--- src/rtl/ysyx_bus_pkg.sv ---
// Shared bus types and constants for the read-channel arbiter.
package ysyx_bus_pkg;

  typedef enum logic [1:0] {IDLE, ADDR, DATA} rd_state_t;
  typedef enum logic {OWN_IFU, OWN_LSU} rd_owner_t;

  localparam int ID_W = 4;

  localparam logic [1:0]      AXI_OKAY       = 2'b00;
  localparam logic [1:0]      AXI_BURST_INCR = 2'b01;
  localparam logic [ID_W-1:0] ID_IFU         = 4'd0;
  localparam logic [ID_W-1:0] ID_LSU         = 4'd1;

  // Map an LSU byte-lane mask to an AXI arsize; masks that are not a clean
  // power of two round up to the next size that covers every enabled lane.
  function automatic logic [2:0] strb_to_size(input logic [7:0] strb);
    logic [3:0] n;
    n = 4'd0;
    for (int i = 0; i < 8; i++) begin
      n = n + 4'(strb[i]);
    end
    if (n > 4'd4) begin
      return 3'd3;
    end else if (n > 4'd2) begin
      return 3'd2;
    end else if (n == 4'd2) begin
      return 3'd1;
    end else begin
      return 3'd0;
    end
  endfunction

endpackage

--- src/rtl/ysyx_rd_lane_sel.sv ---
// Picks the 32-bit half of a 64-bit AXI beat for the current beat address
// and produces the address of the following beat of an INCR burst.
module ysyx_rd_lane_sel #(
  parameter int ADDR_W = 32,
  parameter int DATA_W = 32
) (
  input  logic [63:0]       bus_data,
  input  logic [ADDR_W-1:0] beat_addr,
  output logic [DATA_W-1:0] lane_data,
  output logic [ADDR_W-1:0] next_addr
);

  // Address bit 2 selects the upper or lower word of the 64-bit bus.
  always_comb begin
    lane_data = beat_addr[2] ? DATA_W'(bus_data[63:32]) : DATA_W'(bus_data[31:0]);
    next_addr = beat_addr + ADDR_W'(4);
  end

endmodule

--- src/rtl/ysyx_rd_arbiter.sv ---
// Shares one AXI4 read port between the fetch unit and the load/store unit.
// LSU has priority, IFU is forced after STARVE_MAX back-to-back LSU grants.
// One transaction is outstanding at a time; a flush squashes fetch data.
//
//  state | meaning
//  IDLE  | no transaction; arbitrate between pending requests
//  ADDR  | m_arvalid asserted with latched fields, waiting for m_arready
//  DATA  | m_rready asserted, forwarding beats until m_rlast
module ysyx_rd_arbiter
  import ysyx_bus_pkg::*;
#(
  parameter int ADDR_W     = 32,
  parameter int DATA_W     = 32,
  parameter int IFU_BLEN   = 4,
  parameter int STARVE_MAX = 3
) (
  input  logic              clk,
  input  logic              rst,
  input  logic [ADDR_W-1:0] ifu_araddr,
  input  logic              ifu_arvalid,
  output logic              ifu_arready,
  output logic [DATA_W-1:0] ifu_rdata,
  output logic              ifu_rvalid,
  output logic              ifu_rlast,
  input  logic [ADDR_W-1:0] lsu_araddr,
  input  logic [7:0]        lsu_rstrb,
  input  logic              lsu_arvalid,
  output logic              lsu_arready,
  output logic [DATA_W-1:0] lsu_rdata,
  output logic              lsu_rvalid,
  input  logic              flush,
  output logic [ADDR_W-1:0] m_araddr,
  output logic              m_arvalid,
  output logic [ID_W-1:0]   m_arid,
  output logic [7:0]        m_arlen,
  output logic [2:0]        m_arsize,
  output logic [1:0]        m_arburst,
  input  logic              m_arready,
  input  logic [63:0]       m_rdata,
  input  logic [1:0]        m_rresp,
  input  logic              m_rlast,
  input  logic              m_rvalid,
  input  logic [ID_W-1:0]   m_rid,
  output logic              m_rready,
  output logic              rd_err
);

  localparam int CNT_W = (STARVE_MAX < 1) ? 1 : $clog2(STARVE_MAX + 1);
  localparam logic [CNT_W-1:0] STARVE_CAP = CNT_W'(STARVE_MAX);

  rd_state_t          state, state_next;
  rd_owner_t          owner_q;
  logic [ADDR_W-1:0]  addr_q;
  logic [ADDR_W-1:0]  beat_addr_q;
  logic [ADDR_W-1:0]  beat_addr_next;
  logic [7:0]         arlen_q;
  logic [2:0]         arsize_q;
  logic [CNT_W-1:0]   starve_cnt;
  logic               squash;
  logic [DATA_W-1:0]  rdata_q;
  logic [DATA_W-1:0]  lane_data;
  logic               starved;
  logic               grant_lsu;
  logic               grant_ifu;
  logic               beat_fire;
  logic               rid_bad;
  logic [ID_W-1:0]    exp_id;

  ysyx_rd_lane_sel #(
    .ADDR_W (ADDR_W),
    .DATA_W (DATA_W)
  ) u_lane_sel (
    .bus_data  (m_rdata),
    .beat_addr (beat_addr_q),
    .lane_data (lane_data),
    .next_addr (beat_addr_next)
  );

  // Grant decision in IDLE: LSU first unless IFU has hit the starvation cap;
  // a flush in the same cycle blocks the fetch grant.
  always_comb begin
    starved   = ifu_arvalid && (starve_cnt == STARVE_CAP);
    grant_lsu = (state == IDLE) && lsu_arvalid && !starved;
    grant_ifu = (state == IDLE) && !grant_lsu && ifu_arvalid && !flush;
    exp_id    = (owner_q == OWN_LSU) ? ID_LSU : ID_IFU;
    beat_fire = m_rready && m_rvalid;
    rid_bad   = beat_fire && (m_rid != exp_id);
  end

  // State register.
  always_ff @(posedge clk or negedge rst) begin
    if (!rst) begin
      state <= IDLE;
    end else begin
      state <= state_next;
    end
  end

  // Next-state logic.
  always_comb begin
    state_next = state;
    unique case (state)
      IDLE: if (grant_lsu || grant_ifu) state_next = ADDR;
      ADDR: if (m_arready) state_next = DATA;
      DATA: if (m_rvalid && m_rlast) state_next = IDLE;
      default: state_next = IDLE;
    endcase
  end

  // Bus-side handshake outputs decoded from the state.
  always_comb begin
    m_arvalid = 1'b0;
    m_rready  = 1'b0;
    unique case (state)
      ADDR:    m_arvalid = 1'b1;
      DATA:    m_rready  = 1'b1;
      default: ;
    endcase
  end

  assign m_araddr  = addr_q;
  assign m_arid    = exp_id;
  assign m_arlen   = arlen_q;
  assign m_arsize  = arsize_q;
  assign m_arburst = AXI_BURST_INCR;
  assign ifu_rdata = rdata_q;
  assign lsu_rdata = rdata_q;

  // Request latching, starvation counter, squash and registered beat forwarding.
  always_ff @(posedge clk or negedge rst) begin
    if (!rst) begin
      owner_q     <= OWN_IFU;
      addr_q      <= '0;
      beat_addr_q <= '0;
      arlen_q     <= '0;
      arsize_q    <= '0;
      starve_cnt  <= '0;
      squash      <= 1'b0;
      rd_err      <= 1'b0;
      rdata_q     <= '0;
      ifu_arready <= 1'b0;
      lsu_arready <= 1'b0;
      ifu_rvalid  <= 1'b0;
      ifu_rlast   <= 1'b0;
      lsu_rvalid  <= 1'b0;
    end else begin
      ifu_arready <= grant_ifu;
      lsu_arready <= grant_lsu;
      ifu_rvalid  <= 1'b0;
      ifu_rlast   <= 1'b0;
      lsu_rvalid  <= 1'b0;

      if (grant_lsu) begin
        owner_q     <= OWN_LSU;
        addr_q      <= lsu_araddr;
        beat_addr_q <= lsu_araddr;
        arlen_q     <= 8'd0;
        arsize_q    <= strb_to_size(lsu_rstrb);
      end else if (grant_ifu) begin
        owner_q     <= OWN_IFU;
        addr_q      <= ifu_araddr;
        beat_addr_q <= ifu_araddr;
        arlen_q     <= 8'(IFU_BLEN - 1);
        arsize_q    <= 3'd2;
      end

      if (!ifu_arvalid || grant_ifu) begin
        starve_cnt <= '0;
      end else if (grant_lsu && (starve_cnt != STARVE_CAP)) begin
        starve_cnt <= starve_cnt + 1'b1;
      end

      // Squash lasts until the drained fetch burst returns the FSM to IDLE.
      if (state_next == IDLE) begin
        squash <= 1'b0;
      end else if (flush && (owner_q == OWN_IFU) && (state != IDLE)) begin
        squash <= 1'b1;
      end

      if (beat_fire) begin
        rdata_q     <= lane_data;
        beat_addr_q <= beat_addr_next;
        if (owner_q == OWN_LSU) begin
          lsu_rvalid <= 1'b1;
        end else if (!squash && !flush) begin
          ifu_rvalid <= 1'b1;
          ifu_rlast  <= m_rlast;
        end
        if ((m_rresp != AXI_OKAY) || rid_bad) begin
          rd_err <= 1'b1;
        end
      end
    end
  end

endmodule

--- config.mk ---
export PLATFORM = sky130hd
export DESIGN_NAME = ysyx_rd_arbiter
export DESIGN_NICKNAME = d
export VERILOG_FILES = /design/src/rtl/ysyx_bus_pkg.sv /design/src/rtl/ysyx_rd_lane_sel.sv /design/src/rtl/ysyx_rd_arbiter.sv
export SDC_FILE = /design/constraint.sdc
export NUM_CORES = 1
export LEC_CHECK = 0
export BUFFER_PORTS_ARGS = -buffer_cell sky130_fd_sc_hd__buf_2
export CAP_MARGIN = 20
export CORE_AREA = 2 2 106 108
export DETAILED_ROUTE_END_ITERATION = 10
export DIE_AREA = 0 0 108 110
export PLACE_DENSITY = 0.78
export SKIP_LAST_GASP = 1
export SLEW_MARGIN = 20
export SYNTH_ARGS = -nofsm -noshare
export SYNTH_HDL_FRONTEND = slang
export SYNTH_SLANG_ARGS = --single-unit
--- constraint.sdc ---
create_clock -name clk -period 2.45 [get_ports clk]
set_input_delay 0.245 -clock clk [delete_from_list [all_inputs] [get_ports clk]]
set_output_delay 0.245 -clock clk [all_outputs]
set_load 0.01 [all_outputs]
==> results of run 1 <==
path summary, 6_finish.rpt:
| check | cells past startpoint | slack [ns] | to |
|---|---|---|---|
| setup / recovery | 12 | -0.38 | m_arsize[0]$_DFFE_PN0P_ |
| setup reg to reg | 6 | 0.47 | m_araddr[5]$_DFFE_PN0P_ |
| min in group asynchronous | 2 | 0.49 | m_araddr[30]$_DFFE_PN0P_ |
| hold / removal | 2 | 0.12 | state[0]$_DFF_PN0_ |
| max in group asynchronous | 2 | 1.44 | beat_addr_q[2]$_DFFE_PN0P_ |
| hold reg to reg | 1 | 0.46 | ifu_rvalid$_DFF_PN0_ |
metrics by stage:
step                      cells  hold slack [ns]
after floorplan             422          -0.0506
after global placement      758            0.436
after detailed placement    758            0.449
after CTS                   774           0.0970
after global routing        775            0.102
final                       775            0.122
routing by layer:
metal | GRT usage | share of wire | wire, µm
met3 | 0.0476 | 0.075 | 817
met2 | 0.332 | 0.53 | 5810
met4 | 0.0687 | 0.015 | 166
met5 | 0 | 0 | 0
met1 | 0.197 | 0.38 | 4120
cells in the final DEF (no fill, tap or decap), types with 4 or more instances in the layout:
cell                       count
sky130_fd_sc_hd__clkbuf_8     11
sky130_fd_sc_hd__o21ai_0      29
sky130_fd_sc_hd__conb_1       12
sky130_fd_sc_hd__mux2i_1      33
sky130_fd_sc_hd__inv_1        13
sky130_fd_sc_hd__dfrtp_1      79
sky130_fd_sc_hd__inv_2         4
sky130_fd_sc_hd__buf_2       256
sky130_fd_sc_hd__a22oi_1      30
sky130_fd_sc_hd__buf_4         4
sky130_fd_sc_hd__o21ai_1       7
sky130_fd_sc_hd__nor2_1        9
sky130_fd_sc_hd__nand2_1      99
sequential cells by signal (all words and copies together) (netlist names):
name         count
m_arlen          1
ifu_arready      1
beat_addr_q      1
starve_cnt       2
ifu_rvalid       1
lsu_rvalid       1
m_arsize         2
m_araddr        32
ifu_rdata       32
squash           1
state            2
rd_err           1
lsu_arready      1
owner_q          1
ifu_rlast        1
final cells by class:
class / count / area, µm² / share of cell area
clock buffer: 13 / 159 / 0.0294
tap: 140 / 175 / 0.0324
inverter: 18 / 68.8 / 0.0127
sequential: 80 / 2000 / 0.371
clock inverter: 3 / 40.0 / 0.00741
timing repair buffer: 263 / 1340 / 0.249
multi-input combinational: 258 / 1610 / 0.298
kinds of logic (layout without fill, tap and decap cells):
logic type      after synthesis  in the layout  synth area share
simple gates                123            123             0.129
mux                          33             33            0.0812
fa+ha+maj                     8              8            0.0320
flops                        80             80             0.492
xor+xnor                      3              3           0.00646
other cells                   2             12           0.00185
buf+inv                      84            297             0.133
compound gates               79             79             0.125
timing repair:
action | in CTS | in global routing
setup endpoints to repair | 2 | 2
resized for setup | 9 | 2
pin swaps | 2 | 0
buffers inserted | 0 | 0
endpoints found under the hold margin | 0 | 39
hold buffers | 0 | 1
power groups by stage:
stage	logic [W]	registers, W	clock network (W)
detailed placement	0.00271	0.00244	0
floorplan	0.00176	0.00253	0
CTS	0.00275	0.00243	0.00101
finish	0.00273	0.00243	0.000972
global placement	0.00262	0.00241	0
global route	0.00306	0.00252	0.00107
==> Flow_metrics.wiki, run 1 <==
{| class="wikitable"
! Metric !! Value
|-
| CP cell instances || buf_6, fa_1, inv_1, fa_1, fa_1, inv_2, ha_4, inv_2, fa_2, xnor2_2, a2111oi_2, nor2_1
|-
| GRT overflow || 0
|-
| Routed wirelength normalized by instance count || 14.1 µm
|-
| Maximum clock frequency || 353 MHz
|-
| Switching part of the total || 0.405
|-
| Worst max-slew margin expressed relative to the limit || 0.352
|-
| Static leakage || 3.10 nW
|-
| Placed wire-length estimate || 8460 µm
|-
| Layout Skew || 0.00873 ns
|-
| Synth Register Bits || 80
|-
| Total power density per cell area || 1140 nW/µm²
|-
| Clock-pin slew on the worst setup and hold paths || 0.08 ns
|-
| RSZ-0062 raised after global routing || yes
|-
| Die boundary width || 108 µm
|-
| Total Power || 0.00613 W
|-
| Number of maximum-capacitance constraint violations || 0
|-
| First-pass iteration count of the detailed router || 4
|-
| Vias in the first global route || 3460
|-
| Vertical extent of the die || 110 µm
|-
| Combinational share of power || 0.445
|-
| Number of hold-slack violations in the final timing report || 0
|-
| Clock root buffer || sky130_fd_sc_hd__clkbuf_8
|-
| Kind of start point of the critical path || primary input
|-
| Area growth from synthesis to layout || 32.7%
|-
| Final nets || 788
|-
| Worst setup slack after placement || -0.931 ns
|-
| Reported net switching power || 0.00248 W
|-
| Initial Utilization || 0.380
|-
| Initial drt markers || 262
|-
| Number of CTS-inserted buffers || 9
|-
| Placeable core region || 10700 µm²
|-
| GP Congestion || 0.794
|-
| Count of vias placed by the detailed router || 3649
|-
| Maximum level of the CTS H-tree || 3
|-
| Endpoint kind of the worst setup timing path || register
|-
| Die Area || 11900 µm²
|-
| Commonest register cell after synthesis || sky130_fd_sc_hd__dfrtp_1
|-
| Final instance area || 5400 µm²
|-
| Stage delay of the slowest cell on the critical path || 0.52 ns
|-
| Max Slew Vio Count || 0
|-
| Peak VDD IR || 500 µV
|-
| CP required || 2.67 ns
|-
| Total global-route track usage || 0.180
|-
| Share of the cycle needed by the critical path after routing || 1.16
|-
| CTS tree || yes
|-
| Leading post-synthesis cells by cell area || sky130_fd_sc_hd__dfrtp_1, sky130_fd_sc_hd__buf_4, sky130_fd_sc_hd__nand2_1
|-
| Critical path peak fanout || 2
|-
| Least-Margin Pin Slew || 0.972 ns
|-
| Fill cell count || 1001
|-
| Site Rows || 38
|-
| Number of instances in the synthesized netlist || 412
|-
| Number of antenna violations at the first check in global routing || 0
|-
| Number of vias per cell || 4.71
|-
| Start point of the critical path || lsu_rstrb[0]
|-
| Share of the yosys chip area belonging to registers || 0.492
|-
| Portion of total power attributed to sequential cells || 0.396
|-
| Finished Core Util || 0.505
|-
| Setup TNS || -0.764 ns
|-
| Cell type group with the largest total delay on the critical path || adder cells
|-
| Port bufs || 258
|-
| Violated checks || negative setup slack
|-
| Area after detailed placement || 5140 µm²
|-
| Remaining DRCs || 0
|-
| Antenna cell count || 0
|-
| Worst path slowest cell || sky130_fd_sc_hd__fa_1
|-
| Max Root-Sink Buffers || 2
|-
| Status || complete, but fails checks
|-
| Number of enable-type register cells in the synthesized netlist || 0
|-
| Most Frequent Cell on Critical Path || sky130_fd_sc_hd__fa_1
|-
| Fraction of final layout cells with drive strength greater than 1 || 0.465
|-
| Mean instance size in the synthesized netlist || 9.88 µm²
|-
| Final setup violation count || 2
|-
| Wire length of the first global-routing pass || 16400 µm
|-
| Fraction of post-synthesis cell area in the top cell type by area || 0.492
|-
| Latest clock arrival within the worst-skew pair || 0.34 ns
|-
| Count of yosys warnings during synthesis || 0
|-
| Largest area contributor in the netlist || sky130_fd_sc_hd__dfrtp_1
|-
| Final routed wirelength across all metal layers || 10900 µm
|-
| Count of unique library cells instantiated by Yosys || 43
|-
| Cell Area, Synth || 4070 µm²
|-
| I/O Pins || 271
|-
| Largest net degree at the start of global routing || 81
|-
| Setup WS post-layout || -0.382 ns
|-
| Async set-or-reset flop fraction in the synthesized netlist || 1.00
|-
| Number of buffers and inverters on the critical path || 4
|-
| Worst Hold Class || primary input to register
|-
| # clock sinks || 80
|-
| R2R Path Start || starve_cnt[0]$_DFFE_PN0P_
|-
| Post-synth top cells || sky130_fd_sc_hd__nand2_1, sky130_fd_sc_hd__dfrtp_1, sky130_fd_sc_hd__buf_4, sky130_fd_sc_hd__mux2i_1, sky130_fd_sc_hd__a22oi_1
|-
| Worst setup path category || primary input to register
|-
| ANT nets after route || 0
|-
| Final period demand of the worst path || 2.83 ns
|-
| Most numerous cell in the Yosys netlist || sky130_fd_sc_hd__nand2_1
|-
| Clk pwr share || 0.158
|-
| Internal power component || 0.00365 W
|-
| Signal arrival time at the worst endpoint || 3.06 ns
|-
| Worst min-delay path startpoint || m_arready
|}
Note: power is estimated with default switching activity, not from simulation.
==> run 2, diff against run 1 <==
==> constraint.sdc (replaced) <==
create_clock -name clk -period 2.45 [get_ports clk]
set_input_delay 0 -clock clk [delete_from_list [all_inputs] [get_ports clk]]
set_output_delay 0 -clock clk [all_outputs]
set_load 0.01 [all_outputs]
==> run 2 against run 1 <==
  * The flow still finishes with violations (negative setup slack)
  * Clock power increased by 9%
  * Die area unchanged
  * Flip-flop and latch count unchanged
  * Register-to-register slack got worse by 0.18 ns
  * Critical path depth unchanged
  * Maximum frequency increased by 8.9%
  * Core utilization increased by 13 points
  * Non-clock buffer count increased by 132
  * Setup slack improved by 0.23 ns
  * Clock-buffer cell count unchanged
  * Clock skew decreased by 0.0021 ns
  * Power increased by 9.3%
  * Critical endpoint unchanged
  * Largest power group unchanged
==> Flow_metrics.wiki, run 2 (synthesis results as in run 1) <==
{| class="wikitable"
! Metric !! Value
|-
| Static leakage || 3.67 nW
|-
| Worst setup slack after placement || -0.544 ns
|-
| Critical path peak fanout || 2
|-
| First-pass iteration count of the detailed router || 10
|-
| Placed wire-length estimate || 8450 µm
|-
| Max Slew Vio Count || 0
|-
| Postcts setup bufs || 0
|-
| Stage delay of the slowest cell on the critical path || 0.52 ns
|-
| Total power density per cell area || 991 nW/µm²
|-
| Least-Margin Pin Slew || 0.980 ns
|-
| GRT overflow || 0
|-
| Die Area || 11900 µm²
|-
| ANT nets after route || 0
|-
| Finished Core Util || 0.632
|-
| FF-to-FF path depth || 3
|-
| Site Rows || 38
|-
| Worst setup path category || primary input to register
|-
| Layout Skew || 0.00661 ns
|-
| Count of non-filler cells in the finished layout || 907
|-
| Kind of start point of the critical path || primary input
|-
| Die boundary width || 108 µm
|-
| Area growth from synthesis to layout || 66.1%
|-
| Clock root buffer || sky130_fd_sc_hd__clkbuf_8
|-
| Number of antenna violations at the first check in global routing || 0
|-
| Maximum level of the CTS H-tree || 3
|-
| Vias in the first global route || 4604
|-
| Number of CTS-inserted buffers || 9
|-
| Final setup violation count || 2
|-
| Signal arrival time at the worst endpoint || 2.83 ns
|-
| Wire length of the first global-routing pass || 21900 µm
|-
| Status || complete, but fails checks
|-
| Placeable core region || 10700 µm²
|-
| Endpoint kind of the worst setup timing path || register
|-
| Worst path slowest cell || sky130_fd_sc_hd__fa_1
|-
| Clock-pin slew on the worst setup and hold paths || 0.08 ns
|-
| Worst hold path cell count || 3
|-
| Number of maximum-capacitance constraint violations || 0
|-
| CP required || 2.67 ns
|-
| Share of the cycle needed by the critical path after routing || 1.06
|-
| Initial drt markers || 416
|-
| Count of vias placed by the detailed router || 4482
|-
| Violated checks || negative setup slack
|-
| Number of placed instances, taps included || 758
|-
| Total global-route track usage || 0.239
|-
| RSZ-0062 raised after global routing || yes
|-
| Commonest cells after routing, fill and taps aside || sky130_fd_sc_hd__buf_2, sky130_fd_sc_hd__dlygate4sd3_1, sky130_fd_sc_hd__nand2_1, sky130_fd_sc_hd__dfrtp_1, sky130_fd_sc_hd__mux2i_1
|-
| GP Congestion || 0.804
|-
| CP cell instances || buf_6, fa_1, inv_1, fa_1, fa_1, inv_1, ha_2, inv_2, fa_2, xnor2_4, a2111oi_2, nor2_1
|-
| Most Frequent Cell on Critical Path || sky130_fd_sc_hd__fa_1
|-
| Worst Hold Class || primary input to register
|-
| Most frequent standard cell in the layout excluding fill and tap cells || sky130_fd_sc_hd__buf_2
|-
| Fraction of final layout cells with drive strength greater than 1 || 0.381
|-
| Maximum clock frequency || 384 MHz
|-
| Antenna cell count || 0
|-
| Remaining DRCs || 0
|-
| Number of hold-slack violations in the final timing report || 0
|-
| I/O Pins || 271
|-
| Port bufs || 258
|-
| Largest net degree at the start of global routing || 45
|-
| CTS tree || yes
|-
| Initial Utilization || 0.380
|-
| Total Power || 0.00670 W
|-
| Setup WS post-layout || -0.151 ns
|-
| Latest clock arrival within the worst-skew pair || 0.34 ns
|-
| Vertical extent of the die || 110 µm
|-
| Worst max-slew margin expressed relative to the limit || 0.347
|-
| Final routed wirelength across all metal layers || 14700 µm
|-
| Peak VDD IR || 525 µV
|-
| Final nets || 920
|-
| Max Root-Sink Buffers || 2
|-
| Final period demand of the worst path || 2.60 ns
|-
| Number of vias per cell || 4.94
|-
| # clock sinks || 80
|-
| Routed wirelength normalized by instance count || 16.2 µm
|}
## run 2: cell types whose count changed in the layout (fill, tap and decap cells not counted), moves of 2 or more
cell	previous run	this run
sky130_fd_sc_hd__inv_2	4	2
sky130_fd_sc_hd__dlygate4sd3_1	1	133
sky130_fd_sc_hd__inv_1	13	15
sky130_fd_sc_hd__buf_12	0	2
## run 2: metrics by stage
stage | TNS [ns] | cell area, µm² | hold WS (ns)
after floorplan | -0.589 | 4110 | -0.296
after global placement | -0.953 | 5170 | -0.0112
after detailed placement | -1.07 | 5170 | -0.00404
after CTS | -0.188 | 6760 | 0.00421
after global routing | -0.466 | 6760 | 0.0405
final | -0.294 | 6760 | 0.0382
## run 2: worst paths after layout
kind                                       startpoint                    endpoint  slack, ns
min reg2reg                        squash$_DFFE_PN0P_        ifu_rvalid$_DFF_PN0_       0.45
max in group asynchronous                         rst  beat_addr_q[2]$_DFFE_PN0P_       1.64
max                                      lsu_rstrb[0]     m_arsize[0]$_DFFE_PN0P_      -0.15
min                                        m_rdata[8]    ifu_rdata[8]$_DFFE_PN0P_       0.04
min in group asynchronous                         rst    m_araddr[24]$_DFFE_PN0P_       0.19
max reg2reg                beat_addr_q[2]$_DFFE_PN0P_   ifu_rdata[10]$_DFFE_PN0P_       0.29
## run 2: power breakdown
group | internal [W] | total (W) | switching, W
logic | 0.00151 | 0.00318 | 0.00167
registers | 0.00190 | 0.00245 | 0.000551
clock network | 0.000603 | 0.00106 | 0.000459
## run 2: cell type report
type / count / area (µm²)
clock inverter: 3 / 65.1
fill: 799 / 3940
clock buffer: 13 / 149
inverter: 18 / 68.8
tap: 140 / 175
timing repair buffer: 395 / 2690
multi-input combinational: 258 / 1610
sequential: 80 / 2000
## run 2: timing repair
item	CTS	global route
hold endpoints to repair	109	0
setup endpoints to repair	2	2
hold buffers	133	0
pin swaps	4	0
gates resized for setup	9	0
## run 2: metal layers
| layer | routed length [µm] | GRT usage | share of wire |
|---|---|---|---|
| met3 | 1320 | 0.0658 | 0.089 |
| met2 | 7600 | 0.429 | 0.52 |
| met4 | 616 | 0.135 | 0.042 |
| met1 | 5200 | 0.252 | 0.35 |
| met5 | 0 | 0 | 0 |
## run 2: critical path: cells and delay by family
family	cells	cell delay, ns
AOI/OAI and AO/OA	1	0.32
xor gates and xnor gates	1	0.18
adders and majority gates	5	1.98
buffers and inverters	4	0.25
and+or+nand+nor	1	0.08
